## src/rtl/pc_trace_buffer.sv

```systemverilog
// pc_trace_buffer: circular trace capture of {PC, probe channels} with a PC trigger,
// post-trigger sample count and oldest-first replay. Define TRACE_TIMESTAMP_EN for per-entry cycle stamps.
module pc_trace_buffer #(
    parameter int unsigned DATA_W = 32,
    parameter int unsigned PC_W   = 6,
    parameter int unsigned N_CH   = 2,
    parameter int unsigned DEPTH  = 16,
`ifdef TRACE_TIMESTAMP_EN
    parameter int unsigned TS_W   = 16,
`endif
    localparam int unsigned AW    = $clog2(DEPTH)
) (
    input  logic                   clk,
    input  logic                   rst,
    input  logic                   arm,
    input  logic [PC_W-1:0]        trig_pc,
    input  logic [AW-1:0]          post_cnt,
    input  logic                   valid_in,
    input  logic [PC_W-1:0]        pc_in,
    input  logic [N_CH*DATA_W-1:0] probe_in,
    input  logic                   rd_req,
    output logic                   armed,
    output logic                   triggered,
    output logic                   done,
    output logic [AW:0]            fill_level,
    output logic                   rd_valid,
    output logic                   rd_last,
    output logic [PC_W-1:0]        rd_pc,
    output logic [N_CH*DATA_W-1:0] rd_data
`ifdef TRACE_TIMESTAMP_EN
    ,
    output logic [TS_W-1:0]        rd_ts
`endif
);

    localparam int unsigned PW = N_CH * DATA_W;
`ifdef TRACE_TIMESTAMP_EN
    localparam int unsigned EW = TS_W + PC_W + PW;
`else
    localparam int unsigned EW = PC_W + PW;
`endif

    typedef enum logic [2:0] {IDLE, ARMED, POST, DONE, READ} state_t;

    state_t          state, next_state;
    logic [EW-1:0]   mem [DEPTH];
    logic [AW-1:0]   wr_ptr, rd_ptr, remaining, post_lat;
    logic [AW:0]     count, rd_left;
    logic            wr_en, restart, trig_hit, rd_start, rd_issue;
    logic [EW-1:0]   wr_entry, rd_entry;

`ifdef TRACE_TIMESTAMP_EN
    logic [TS_W-1:0] ts;
    assign wr_entry = {ts, pc_in, probe_in};
`else
    assign wr_entry = {pc_in, probe_in};
`endif

    assign rd_entry   = mem[rd_ptr];
    assign rd_issue   = (state == READ) && (rd_left != '0);
    assign fill_level = count;

    always_ff @(posedge clk) begin
        if (!rst) state <= IDLE;
        else      state <= next_state;
    end

    always_comb begin
        next_state = state;
        wr_en      = 1'b0;
        restart    = 1'b0;
        trig_hit   = 1'b0;
        rd_start   = 1'b0;
        case (state)
            IDLE: begin
                if (arm) begin
                    restart    = 1'b1;
                    next_state = ARMED;
                end
            end
            ARMED: begin
                if (arm) begin
                    restart    = 1'b1;
                    next_state = ARMED;
                end else if (valid_in) begin
                    wr_en = 1'b1;
                    if (pc_in == trig_pc) begin
                        trig_hit   = 1'b1;
                        next_state = (post_lat == '0) ? DONE : POST;
                    end
                end
            end
            POST: begin
                if (arm) begin
                    restart    = 1'b1;
                    next_state = ARMED;
                end else if (valid_in) begin
                    wr_en = 1'b1;
                    if (remaining == AW'(1)) next_state = DONE;
                end
            end
            DONE: begin
                if (arm) begin
                    restart    = 1'b1;
                    next_state = ARMED;
                end else if (rd_req && (count != '0)) begin
                    rd_start   = 1'b1;
                    next_state = READ;
                end
            end
            READ: begin
                if (rd_left == '0) next_state = DONE;
            end
            default: next_state = IDLE;
        endcase
    end

    always_ff @(posedge clk) begin
        if (wr_en) mem[wr_ptr] <= wr_entry;
    end

    always_ff @(posedge clk) begin
        if (!rst) begin
            wr_ptr    <= '0;
            count     <= '0;
            remaining <= '0;
            post_lat  <= '0;
            rd_ptr    <= '0;
            rd_left   <= '0;
            armed     <= 1'b0;
            triggered <= 1'b0;
            done      <= 1'b0;
            rd_valid  <= 1'b0;
            rd_last   <= 1'b0;
            rd_pc     <= '0;
            rd_data   <= '0;
`ifdef TRACE_TIMESTAMP_EN
            ts        <= '0;
            rd_ts     <= '0;
`endif
        end else begin
            armed <= (next_state == ARMED) || (next_state == POST);
            done  <= (next_state == DONE) || (next_state == READ);
`ifdef TRACE_TIMESTAMP_EN
            // the arm cycle itself is stamp 0, so the following cycle is stamp 1
            ts <= restart ? TS_W'(1) : ts + 1'b1;
`endif
            if (restart) begin
                wr_ptr    <= '0;
                count     <= '0;
                triggered <= 1'b0;
                post_lat  <= post_cnt;
            end
            if (wr_en) begin
                wr_ptr <= wr_ptr + 1'b1;
                if (count != (AW+1)'(DEPTH)) count <= count + 1'b1;
                if (trig_hit) begin
                    triggered <= 1'b1;
                    remaining <= post_lat;
                end else if (state == POST) begin
                    remaining <= remaining - 1'b1;
                end
            end
            // a full buffer has count[AW-1:0]==0, so the oldest entry is at wr_ptr
            if (rd_start) begin
                rd_ptr  <= wr_ptr - count[AW-1:0];
                rd_left <= count;
            end
            if (rd_issue) begin
                rd_ptr   <= rd_ptr + 1'b1;
                rd_left  <= rd_left - 1'b1;
                rd_valid <= 1'b1;
                rd_last  <= (rd_left == (AW+1)'(1));
                rd_pc    <= rd_entry[PW +: PC_W];
                rd_data  <= rd_entry[PW-1:0];
`ifdef TRACE_TIMESTAMP_EN
                rd_ts    <= rd_entry[PC_W+PW +: TS_W];
`endif
            end else begin
                rd_valid <= 1'b0;
                rd_last  <= 1'b0;
                rd_pc    <= '0;
                rd_data  <= '0;
`ifdef TRACE_TIMESTAMP_EN
                rd_ts    <= '0;
`endif
            end
        end
    end

endmodule

```

## config.mk

```make
export PLATFORM = sky130hd
export DESIGN_NAME = pc_trace_buffer
export DESIGN_NICKNAME = d
export VERILOG_FILES = /design/src/rtl/pc_trace_buffer.sv
export SDC_FILE = /design/constraint.sdc
export NUM_CORES = 1
export LEC_CHECK = 0
export CAP_MARGIN = 15
export CORE_ASPECT_RATIO = 0.7
export CORE_UTILIZATION = 35
export DETAILED_ROUTE_END_ITERATION = 7
export PLACE_DENSITY_LB_ADDON = 0.12
export REMOVE_ABC_BUFFERS = 1
export SYNTH_ARGS = -nofsm -noshare
export SYNTH_HDL_FRONTEND = slang
export SYNTH_SLANG_ARGS = --single-unit
```

## constraint.sdc

```tcl
create_clock -name clk -period 7.46 [get_ports clk]
set_input_delay 1.865 -clock clk [delete_from_list [all_inputs] [get_ports clk]]
set_output_delay 1.865 -clock clk [all_outputs]
set_load 0.005 [all_outputs]
```

; ---- Yosys cells after proc, flatten, opt, wreduce, memory -nomap -nowiden
; Memories as Yosys holds them, arrays and structs flattened. A register that Yosys moved wholly into a read port is not among the register bits.
; Cells that the tools add are included.
[totals]
reg_bits = 34
mem_bits_rw = 1120
inputBits = 85
n_memories = 1
[classes]
n_addsub = 6
muxes = 41
eq_ne = 12
n_reduce_logical = 17
[mem_list]
columns = name, words, width, read_ports, rd_ports_with_merged_regs, wr, line
row1 = mem, 16, 70, 1, 1, 1, 46  ; logic [EW-1:0] mem [DEPTH];
[op_table]
columns = operator, count
row1 = $mux 3, 10
row2 = $mux 5, 5
row3 = $mux 4, 6
row4 = $mux 1, 19
row5 = $pmux 3 s5, 1
row6 = $eq 3x2->1 const B, 4
row7 = $reduce_bool 5->1, 2
row8 = $add 4x1->4 const B, 2
row9 = $eq 3x1->1 const B, 2
row10 = $eq 3x3->1 const B, 2
row11 = $eq 6x6->1, 1
row12 = $reduce_bool 2->1, 3
row13 = $add 5x1->5 const B, 1
row14 = $eq 5x1->1 const B, 1
row15 = $logic_not 5->1, 1
row16 = $ne 5x5->1 const B, 1
row17 = $sub 5x1->5 const B, 1
row18 = $eq 4x1->1 const B, 1
row19 = $logic_not 4->1, 1
row20 = $reduce_and 2->1, 2
row21 = $reduce_or 4->1, 1
row22 = $sub 4x1->4 const B, 1
row23 = $sub 4x4->4, 1
row24 = $logic_not 3->1, 1
row25 = 4 further kinds, 6

; ---- Longest topological paths before layout
[logic_depth]
word_depth = 8
ltp_mapped = 8
ltp_nobuf = 7

; ---- Worst setup path before layout
; OpenSTA, ideal clock, no wires.
[synth_path]
path_type = input -> register
startpoint = input arm
endpoint = memory mem[2][0] (netlist name), enable pin
setup_ns = 0.584
required_ns = 6.876
path_slack_ns = -0.557
arrival_time_ns = 7.433
n_path_buf = 1
path_stages = 5
path_cell_list = nor2_1 and3_1 clkbuf_1 nand2_1 nor3_1
[synth_via]
elab_chain_cells = 4
[synth_lines]
columns = item, line
row1 = "start, declared", 15  ; input logic arm,
row2 = $mux 1, 94  ; if (arm) begin
row3 = $mux 1, n/a
row4 = $mux 1, 119  ; if (wr_en) mem[wr_ptr] <= wr_entry;
row5 = $mux 1 (implied by the code), 119
row6 = "end, declared", 46
; No other way between the ends.

; ---- Worst setup path after layout
[layout_path]
startpoint = input arm
endpoint = memory mem[6][12] (netlist name), enable pin
; Same word-level chain as after synthesis.

==> summary.md <==
| Metric | Value |
|---|---|
| H-Tree Depth | 3 |
| Leakage | 16.37 nW |
| Cell variety after synth | 60 |
| # DRC | 0 |
| Area Growth Syn to Fin | 16.58% |
| Grt met2 use | 0.2569 |
| Status | finished clean |
| Slew at the pin closest to its max-slew limit | ~1.1 ns |
| Syn Inst Count | 1,959 |
| Final setup violation count | 0 |
| Iteration count of the initial detailed-routing pass | 7 |
| Die area | 132,900 um^2 |
| Met3 usage | 0.03024 |
| DRT iter0 DRCs | 1,858 |
| Post-CTS Setup Inserts | 0 |
| Synth Cell Area | 46,010 um^2 |
| Post-synth top flop | edfxtp_1 |
| I/O Buffers | 164 |
| Grt total ovfl | 0 |
| Initial antenna violation count | 14 |
| Die Y | 305.3 um |
| Drt total wl | 112.7 mm |
| Max FO, Critical Path | 45 |
| Root buffer cell | clkbuf_16 |
| Pins Over Slew Limit | 0 |
| Slowest Stage Delay on Critical Path | 0.91 ns |
| Register area share after synthesis | 0.7763 |
| Max frequency | 0.2254 GHz |
| Pin count of the biggest net entering global routing | 123 |
| Longest Clk Path Bufs | 3 |
| Crit end category | flop |
| Ys async rst share | 0 |
| Placed Cells | around 3,800 |
| Placeable Area | 129,500 um^2 |
| Routed vias | 21,031 |
| Detailed Place HPWL | 61.93 mm |
| Crit path DAT | 4.82 ns |
| Hold Buf Count CTS | 0 |
| Yosys reg bits | 1,224 |
| Max_cap viols | 0 |
| IR drop worst, VDD | 0.1855 mV |
| Unrepaired setup endpoints after global routing | false |
| Placement Rows | 110 |
| Mean Syn Cell Area | 23.48 um^2 |
| GP Congestion | around 0.76 |
| Fillers | 11,192 |
| Worst Path Required | 7.84 ns |
| I/O pin cnt | 165 |
| TritonCTS clock tree | yes |
| EDFF count, synth | 1,120 |
| Global Route met1 Usage | 0.2572 |
| Final instance area | between 50,000 and 60,000 um^2 |
| Ys Warns | 0 |
| Setup crit start kind | primary input |
| Reg-to-reg setup timing slack | 4.06 ns |
| Final net count | 2,279 |
| Clock slew at reported path FFs | approximately 0.060 ns |
| Period minus WS final | between 4 and 5 ns |
| Hold crit path type | flop to flop |
| Worst-Skew Late Latency | ~0.74 ns |
| Cell Chain, Critical Path | clkdlybuf4s50_1, nor2_1, and3_1, nand2_1, nor2_4, buf_12 |
| TritonCTS Sinks | approximately 1,200 |
| Setup Skew | 0.02315 ns |
| Critical Path Slowest Stage Cell | nor2_4 |
| DR WL/cell | 28.00 um |
| Width of the die | ~440 um |
| Tcrit/Tclk final | 0.5946 |
| Vias per inst | 5.228 |
| Pre-CTS WS | 2.160 ns |
| Area of placed instances | 49,830 um^2 |
| CP Class | primary input to flop |
| Final hold violation count | 0 |
| Wire length of the first global-routing pass | 163.3 mm |
| Vias in the first global route | 21,934 |
| Most heavily used metal layer in global routing | met1 |
| CTS Buf Count | 118 |
| Global-route usage over all layers | 0.1705 |
| Initial Util | 0.3552 |
| Slew HR | 0.2381 |
| Post-CTS sizing | 0 |
| Share of layout cells above drive strength 1 | 0.2575 |
| Final Power | 13.60 mW |
| Pwr/cell area | 253.6 nW/um^2 |
| Fin worst setup slack | 3.024 ns |
| ANT nets after route | 0 |
| Final cell count without fillers | between 4,000 and 5,000 |
==> final timing paths <==
check / to / cells past startpoint / start
worst min-delay path: triggered / 2 / triggered
worst max-delay path: mem[6][12] / 6 / arm
worst min register to register: triggered / 2 / triggered
worst max register to register: mem[6][12] / 5 / state[0]
==> Yosys cell counts, drive strengths merged (2+ instances only) <==
library cell | count | area [um^2]
nand4 | 7 | 43.79
nor2 | 31 | 116.4
buf | 50 | 424.2
o31a | 2 | 17.52
edfxtp | 1120 | 33630
a21oi | 15 | 75.07
a31oi | 7 | 43.79
nor4 | 3 | 40.04
nand3b | 2 | 15.01
nand2b | 3 | 18.77
inv | 13 | 48.79
mux2 | 3 | 33.78
nor4b | 2 | 17.52
a21o | 2 | 15.01
mux4 | 350 | 7883
dfxtp | 104 | 2082
nand2 | 25 | 93.84
and2 | 3 | 18.77
o211ai | 3 | 22.52
nor3 | 9 | 50.05
a31o | 2 | 17.52
o32ai | 2 | 17.52
mux2i | 4 | 40.04
o21ai | 10 | 50.05
nor2b | 2 | 12.51
a211oi | 3 | 22.52
a32oi | 2 | 17.52
clkbuf | 56 | 210.2
ha | 15 | 187.7
xnor2 | 2 | 17.52
nand3 | 8 | 40.04
xor2 | 7 | 61.31
o21a | 2 | 15.01
and3 | 74 | 462.9
==> state kept, by name, indices dropped and copies added (netlist names) <==
register	count
done	1
triggered	1
rd_left	5
armed	1
wr_ptr	4
remaining	4
mem	1120
fill_level	5
rd_ptr	4
post_lat	4
rd_valid	1
rd_pc	6
rd_data	64
state	3
rd_last	1
==> area by class of cell <==
type	instances	area, um^2	area share
sequential	1224	35730	0.6661
multi-input combinational	615	9724	0.1813
tap	1736	2172	0.04050
clock buffer	156	3167	0.05904
inverter	14	57.56	0.001073
timing repair buffer	205	2155	0.04017
clock inverter	66	615.6	0.01148
antenna	7	17.52	0.0003266
==> logic make-up (layout without fill, tap and decap cells) <==
kind of cell             count (synthesis)  in the layout  share of synthesized area
XOR/XNOR                                 9              9                   0.001713
flip-flops                            1224           1224                     0.7763
multiplexers                           357            357                     0.1729
other                                    0              7                          0
adder cells (fa/ha/maj)                 16             16                   0.004515
buffers and inverters                  120            441                    0.01493
AND/OR/NAND/NOR                        174            174                    0.02105
AO/OA/AOI/OAI                           59             59                   0.008567
==> critical path: cells and delay by family <==
family | cells | cell delay [ns]
and+or+nand+nor | 4 | 2.02
buffers and inverters | 2 | 0.85
==> metrics by stage <==
| step | TNS (ns) | util | hold slack [ns] |
|---|---|---|---|
| after floorplan | -507.01 | - | 0.4515 |
| after global placement | 0 | 0.3843 | 0.4516 |
| after detailed placement | 0 | 0.3848 | 0.4487 |
| after CTS | 0 | 0.4140 | 0.4576 |
| after global routing | 0 | 0.4140 | 0.5037 |
| final | 0 | 0.4141 | 0.4553 |
==> routing by layer <==
metal / vias up / share of wire
li1: 8785 / -
met1: 11560 / 0.48
met2: 547 / 0.46
met3: 139 / 0.049
met4: 0 / 0.018
met5: - / 0
==> placed cells by master (no fill, tap or decap), types with 15 or more instances in the layout <==
master           instances
clkbuf_16              119
dfxtp_1                101
buf_12                  15
and3_1                  74
edfxtp_1              1120
nand2_1                 25
a21oi_1                 15
mux4_2                 350
clkinv_2                23
nor2_1                  19
clkbuf_1                32
clkdlybuf4s50_1        163
clkinv_1                24
buf_4                   26
ha_1                    15
==> power by group <==
part | internal (mW) | switching (mW) | total (mW)
combinational | 0.0656 | 0.147 | 0.213
sequential | 7.49 | 0.00559 | 7.50
clock | 3.30 | 2.59 | 5.89
total | 10.9 | 2.74 | 13.6
Note: power is estimated with default switching activity, not from simulation.
